===== src/rtl/mux_scan_pkg.sv =====
// Shared types and constants for the 4:1 mux scan/capture block.
// Optional compare feature in the top is guarded by MUX_SCAN_CHECK_EN.
`timescale 1ns/1ps
package mux_scan_pkg;

    typedef enum logic {
        IDLE = 1'b0,
        SCAN = 1'b1
    } state_e;

    localparam int NUM_SEL = 4;
    localparam int SEL_W   = 2;

    // True when the select has reached the final mux input.
    function automatic logic is_last_sel(input logic [SEL_W-1:0] sel);
        return sel == SEL_W'(NUM_SEL - 1);
    endfunction

endpackage


===== src/rtl/scan_dwell_counter.sv =====
// Dwell counter: runs 0..DWELL-1 while enabled, wraps to 0, and flags the
// final cycle of each hold with `last`.
`timescale 1ns/1ps
module scan_dwell_counter #(
    parameter int DWELL = 4
) (
    input  logic CLK,
    input  logic RST_N,
    input  logic en,
    input  logic clr,
    output logic last
);

    localparam int            CW       = (DWELL > 1) ? $clog2(DWELL) : 1;
    localparam logic [CW-1:0] LAST_CNT = CW'(DWELL - 1);

    logic [CW-1:0] count;

    // With DWELL=1 the count is pinned at 0, so every enabled cycle is last.
    assign last = (count == LAST_CNT);

    always_ff @(posedge CLK or negedge RST_N) begin
        if (!RST_N) begin
            count <= '0;
        end else if (clr) begin
            count <= '0;
        end else if (en) begin
            if (last) begin
                count <= '0;
            end else begin
                count <= count + CW'(1);
            end
        end
    end

endmodule


===== src/rtl/mux_scan_capture.sv =====
// Steps the mux select through every code, samples Y at the end of each
// dwell and publishes the rebuilt word on Q. Define MUX_SCAN_CHECK_EN to add EXP/MISMATCH.
`timescale 1ns/1ps
module mux_scan_capture
    import mux_scan_pkg::*;
#(
    parameter int DWELL = 4
) (
    input  logic               CLK,
    input  logic               RST_N,
    input  logic               START,
    input  logic               Y,
    output logic [SEL_W-1:0]   C,
    output logic               BUSY,
    output logic [NUM_SEL-1:0] Q,
    output logic               VALID,
    output state_e             dbg_state
`ifdef MUX_SCAN_CHECK_EN
    ,
    input  logic [NUM_SEL-1:0] EXP,
    output logic               MISMATCH
`endif
);

    // Handshake: START is a level request honoured only on an edge where the
    // FSM is IDLE; VALID is a single-cycle strobe qualifying the new Q.

    state_e               state, state_next;
    logic [SEL_W-1:0]     c_next;
    logic [NUM_SEL-2:0]   acc, acc_next;
    logic [NUM_SEL-1:0]   q_next;
    logic                 valid_next;
    logic                 dwell_last;

    scan_dwell_counter #(
        .DWELL (DWELL)
    ) u_dwell (
        .CLK   (CLK),
        .RST_N (RST_N),
        .en    (state == SCAN),
        .clr   (state == IDLE),
        .last  (dwell_last)
    );

    always_comb begin
        state_next = state;
        c_next     = C;
        acc_next   = acc;
        q_next     = Q;
        valid_next = 1'b0;

        case (state)
            IDLE: begin
                c_next   = '0;
                acc_next = '0;
                if (START) begin
                    state_next = SCAN;
                end
            end
            SCAN: begin
                if (dwell_last) begin
                    if (is_last_sel(C)) begin
                        // Final sample goes straight into Q so no partial word is ever visible.
                        q_next     = {Y, acc};
                        valid_next = 1'b1;
                        acc_next   = '0;
                        c_next     = '0;
                        state_next = IDLE;
                    end else begin
                        case (C)
                            2'd0:    acc_next[0] = Y;
                            2'd1:    acc_next[1] = Y;
                            default: acc_next[2] = Y;
                        endcase
                        c_next = C + SEL_W'(1);
                    end
                end
            end
            default: begin
                state_next = IDLE;
                c_next     = '0;
                acc_next   = '0;
            end
        endcase
    end

    always_ff @(posedge CLK or negedge RST_N) begin
        if (!RST_N) begin
            state <= IDLE;
            C     <= '0;
            acc   <= '0;
            Q     <= '0;
            VALID <= 1'b0;
        end else begin
            state <= state_next;
            C     <= c_next;
            acc   <= acc_next;
            Q     <= q_next;
            VALID <= valid_next;
        end
    end

    assign BUSY      = (state == SCAN);
    assign dbg_state = state;

`ifdef MUX_SCAN_CHECK_EN
    always_ff @(posedge CLK or negedge RST_N) begin
        if (!RST_N) begin
            MISMATCH <= 1'b0;
        end else if (valid_next) begin
            MISMATCH <= (q_next != EXP);
        end
    end
`endif

endmodule


===== config.mk =====
export PLATFORM = sky130hd
export DESIGN_NAME = mux_scan_capture
export DESIGN_NICKNAME = d
export VERILOG_FILES = /design/src/rtl/mux_scan_pkg.sv /design/src/rtl/scan_dwell_counter.sv /design/src/rtl/mux_scan_capture.sv
export SDC_FILE = /design/constraint.sdc
export NUM_CORES = 1
export LEC_CHECK = 0
export ABC_AREA = 1
export ABC_CLOCK_PERIOD_IN_PS = 1200
export CORE_MARGIN = 2
export CORE_UTILIZATION = 42
export DETAILED_ROUTE_END_ITERATION = 7
export PLACE_DENSITY_LB_ADDON = 0.2
export SYNTH_ARGS = -nofsm -noshare
export SYNTH_HDL_FRONTEND = slang
export SYNTH_SLANG_ARGS = --single-unit

===== constraint.sdc =====
create_clock -name CLK -period 1.2 [get_ports CLK]
set_clock_uncertainty 0.05 [all_clocks]
set_input_delay 0.12 -clock CLK [delete_from_list [all_inputs] [get_ports CLK]]
set_output_delay 0.12 -clock CLK [all_outputs]
set_load 0.05 [all_outputs]

* Yosys cells after proc, flatten, opt, wreduce, memory -nomap -nowiden
Index checks and enable logic that the tools add are counted.
** Storage, ports and cells
- Register bits :: 13
- Input port bits :: 4
- Output and inout port bits :: 9
- Logic and storage cells :: 42
** Cells by class
- Add/sub/neg operators :: 2
- Eq/ne operators :: 7
- Mux-type cells :: 18
- Bitwise logic cells :: 1
- Reduce and logical (&&, ||, !) cells :: 6
** Operators by type and width (number)
- two-way mux 1 bit :: 9
- two-way mux 2 bit :: 4
- two-way mux 3 bit :: 2
- inequality test 3 x 1 -> 1 bit, second input constant :: 2
- case mux 3 bit (2 select lines) :: 1
- AND reduction 2 bit :: 3
- adder 2 x 1 -> 2 bit, second input constant :: 2
- equality test 2 bit, second input constant :: 2
- case mux 2 bit (2 select lines) :: 1
- inequality test 3 x 2 -> 1 bit, second input constant :: 1
- AND reduction 3 bit :: 1
- equality test 2 x 1 -> 1 bit, second input constant :: 1
- logical NOT 2 bit :: 1
- inequality test 2 x 1 -> 1 bit, second input constant :: 1
- case mux 1 bit (2 select lines) :: 1
- OR reduction 2 bit :: 1
- NOT 1 bit :: 1

* Depth between registers and ports, before layout
Gate-level depths: netlist (run 1).
- Word-level depth :: 6
- Mapped depth :: 8
- Mapped depth without buffers :: 8

* Modules after synthesis
Synthesis (run 1) repeated with hierarchy kept, for this count alone.
** Unflattened totals
- Cell total of the unflattened synthesis :: 76
- Area, all modules :: 649.4 µm²
** Modules (own cells, without submodules)
- mux_scan_capture :: instances 1, cells an instance 64, area each 549.3 µm², sequential area each 275.3 µm²
- scan_dwell_counter :: instances 1, cells an instance 12, area each 100.1 µm², sequential area each 50.0 µm²

* Worst setup path before layout (run 1)
Ideal clock, no wire load.
- Path kind :: flip-flop to flip-flop
- Start :: register C[0]
- End :: register Q[0]
- Setup time :: 119 ps
- Data arrival time :: 1347 ps
- Data required time :: 1031 ps
- Setup slack :: -316 ps
- Stages on the path, launching flop included :: 7
- Path buffers :: 0
- Period minus slack after synthesis :: 1516 ps
- Cells stage by stage :: dfrtp_1 -> ha_1 -> inv_1 -> nor2_4 -> inv_2 -> nand2_1 -> nand2_1
** Between the ends
- Longest elaborated chain between the ends :: 2
** Ends and longest elaborated chain
- start: declaration :: line mux_scan_capture.sv:13 : output logic [SEL_W-1:0] C,
- start signal: assignment :: line mux_scan_capture.sv:96 : C <= c_next;
- equality test 2 bit :: line mux_scan_pkg.sv:16 : return sel == SEL_W'(NUM_SEL - 1);
- AND reduction 3 bit (no source line)
- end signal: assignment :: line mux_scan_capture.sv:98 : Q <= q_next;
- end: declaration :: line mux_scan_capture.sv:15 : output logic [NUM_SEL-1:0] Q,
Every way passes these cells.
A chain may end at the register's enable or synchronous reset.

* Worst setup path after layout (run 1)
- Start :: register C[0]
- End :: output port C[0]
No word-level cell between the ends.

==> results.sh, run 1 <==
export IMPL_maxCapViolations=0
export IMPL_hp_class="input pin to asynchronous set/reset pin"
export IMPL_r2r_cells=7
export IMPL_clk_pin_slew_ps=80
export IMPL_tightest_slew_ps=175
export IMPL_hold_buffers=0
export IMPL_die_w_microns=41.8
export IMPL_ant_nets=0
export IMPL_drc=0
export IMPL_fp_dieArea_sq_mm=0.00175
export IMPL_core_sq_mm=0.00132
export IMPL_crit_required_ps=1030
export IMPL_cts_tree="yes"
export IMPL_p_leak_nw=0.469
export IMPL_grt_pass1_vias=470
export IMPL_nets=99
export IMPL_die_h_microns=41.8
export IMPL_num_vias=505
export IMPL_synth_most_common_cell="nand2_1"
export IMPL_syn_nets=76
export IMPL_r2r_end="acc[2]"
export IMPL_yosysTopAreaCellShare=0.542
export IMPL_slew_headroom=0.884
export IMPL_synth_area_sq_um=601
export IMPL_htreeDepth=1
export IMPL_vdd_ir_drop_max_mv=1.72
export IMPL_r2r_setup_slack_ps=30
export IMPL_first_pass_iters=6
export IMPL_fmax_ghz=0.838
export IMPL_synth_cell_types=13
export IMPL_async_flop_share=1.00
export IMPL_worstPathArrival_ps=1020
export IMPL_ios=13
export IMPL_gr_total_overflow=0
export IMPL_path_class="register to primary output"
export IMPL_post_synth_top_area_cell="dfrtp_1"
export IMPL_critPathLaunchType="register"
export IMPL_synth_seq_cells=13
export IMPL_dpl_instance_area_sq_um=858
export IMPL_post_route_cells_drive_above_1_share=0.400
export IMPL_grt_max_degree=14
export IMPL_cts_root_buf="clkbuf_4"
export IMPL_syn_to_final_growth_pct=55.4
export IMPL_outcome="finished clean"
export IMPL_worstSetupEndpointType="primary output"
export IMPL_cts_buffer_depth=2
export IMPL_grt_pass1_wl_mm=2.07
export IMPL_finalCritPeriodShare=0.994
export IMPL_finalSetupViolCount=0
export IMPL_start_util=0.456
export IMPL_synthFlopType="dfrtp_1"
export IMPL_report_final_hold_viol_count=0
export IMPL_drt_wirelength_per_cell_microns=12.4
export IMPL_synth_edf_count=0
export IMPL_via_per_inst=4.81
export IMPL_num_rows=13
export IMPL_netlist_instances=68
export IMPL_routabilityCongestion=0.789
export IMPL_fin_area_sq_um=933
export IMPL_grt_usage=0.160
export IMPL_portBuffers=12
export IMPL_totalWireLength_mm=1.30
export IMPL_place_hpwl_microns=920
export IMPL_drtIter0Drc=6
export IMPL_clock_sinks=13
export IMPL_crit_fanout=4
export IMPL_yosysSeqAreaShare=0.542
export IMPL_rsz0062_at_grt="yes"
export IMPL_startpoint="C[0]"
export IMPL_setup_tns_ps=0
export IMPL_ys_top_cells_by_area="dfrtp_1 54%, nand2_1 18%, ha_1 8.3%"
export IMPL_diodes=0
export IMPL_powerDensity_mw_per_mm2=2960
export IMPL_synth_commonest_cells="28 x nand2_1, 13 x dfrtp_1, 7 x inv_1, 4 x ha_1, 4 x nor2_1"
export IMPL_yosysWarnings=0
export IMPL_cts_made_buffers=3
export IMPL_synth_avg_cell_area_sq_um=8.83
export IMPL_period_needed_ps=1190
export IMPL_finalMaxSlewViolations=0
export IMPL_clk_latency_ps=270
export IMPL_antenna_found_initial=0
export IMPL_rr_startpoint="C[0]"
[cells by family after synthesis]
family / after synthesis / share of synthesized area
simple gates: 39 / 0.287
fa+ha+maj: 4 / 0.0833
flops: 13 / 0.542
compound gates: 2 / 0.0187
buf+inv: 10 / 0.0688
[power breakdown]
part / switching [mW] / internal [mW]
registers: 0.175 / 0.631
clock network: 0.144 / 0.129
logic: 0.922 / 0.766
[placed cells by master, fill, tap and decap left out]
| cell | n |
|---|---|
| dfrtp_2 | 3 |
| buf_4 | 6 |
| nand2_1 | 27 |
| clkdlybuf4s50_1 | 3 |
| buf_6 | 1 |
| clkbuf_1 | 1 |
| nand4_1 | 3 |
| inv_2 | 5 |
| inv_1 | 3 |
| nor2_4 | 2 |
| ha_4 | 1 |
| clkbuf_4 | 3 |
| inv_4 | 1 |
| ha_2 | 3 |
| buf_12 | 9 |
| nand2_2 | 2 |
| o21ai_1 | 1 |
| nor2_1 | 4 |
| nand3_1 | 1 |
| dfrtp_1 | 10 |
| o22ai_1 | 1 |
[routing by layer]
metal,GRT usage,part of all wire,vias up
met4,0.0387,0.011,0
met1,0.203,0.46,231
li1,-,-,254
met5,0,0,-
met2,0.253,0.48,18
met3,0.0652,0.051,2
[cell type report]
type / count / area (sq um)
clock buffer: 4 / 26.3
fill: 90 / 384
inverter: 9 / 36.3
multi-input combinational: 45 / 256
sequential: 13 / 329
tap: 15 / 18.8
timing repair buffer: 19 / 267
[metrics by stage]
| stage | util | setup WS, ps | hold slack [ps] | power, mW | instances |
|---|---|---|---|---|---|
| floorplan | - | -57.2 | -226 | 1.69 | 68 |
| global placement | 0.651 | 32.9 | 367 | 2.33 | 96 |
| detailed placement | 0.651 | 6.04 | 373 | 2.37 | 96 |
| CTS | 0.679 | 7.55 | 108 | 2.68 | 101 |
| global route | 0.708 | -29.8 | 106 | 2.94 | 105 |
| finish | 0.708 | 7.21 | 101 | 2.77 | 105 |
[critical path: stages, from the launching register on]
cell and delay [ps]:
dfrtp_2 450, buf_4 160, buf_12 140
[worst max-delay path by stage]
stage / to / cells after the start
3_3_place_gp: C[0] / 4
5_1_grt: acc[2] / 8
3_5_place_dp: acc[2] / 5
6_report: C[0] / 2
2_1_floorplan: acc[2] / 8
4_1_cts: acc[2] / 8
[registers in the layout, summed over array words and instances (netlist names)]
name	flops
acc	3
Q	4
BUSY	1
C	2
VALID	1
u_dwell.count	2
[repair_timing]
action / CTS / global route
setup endpoints to repair: 4 / 9
gates resized for setup: 2 / 4
pin swaps: 0 / 1
gates cloned: 0 / 0
buffers inserted: 1 / 4
Power figures use the tool's default switching activity.
==> run 2, diff against run 1 <==
--- a/config.mk
+++ b/config.mk
@@ -7,8 +7,10 @@
 export LEC_CHECK = 0
 export ABC_AREA = 1
 export ABC_CLOCK_PERIOD_IN_PS = 1200
+export CAP_MARGIN = 20
 export CORE_MARGIN = 2
 export CORE_UTILIZATION = 42
+export CTS_CLUSTER_DIAMETER = 40
 export DETAILED_ROUTE_END_ITERATION = 7
 export PLACE_DENSITY_LB_ADDON = 0.2
 export SYNTH_ARGS = -nofsm -noshare
==> results of run 2 <==
The final DEF is identical to that of run 1; final timing and power are the same.
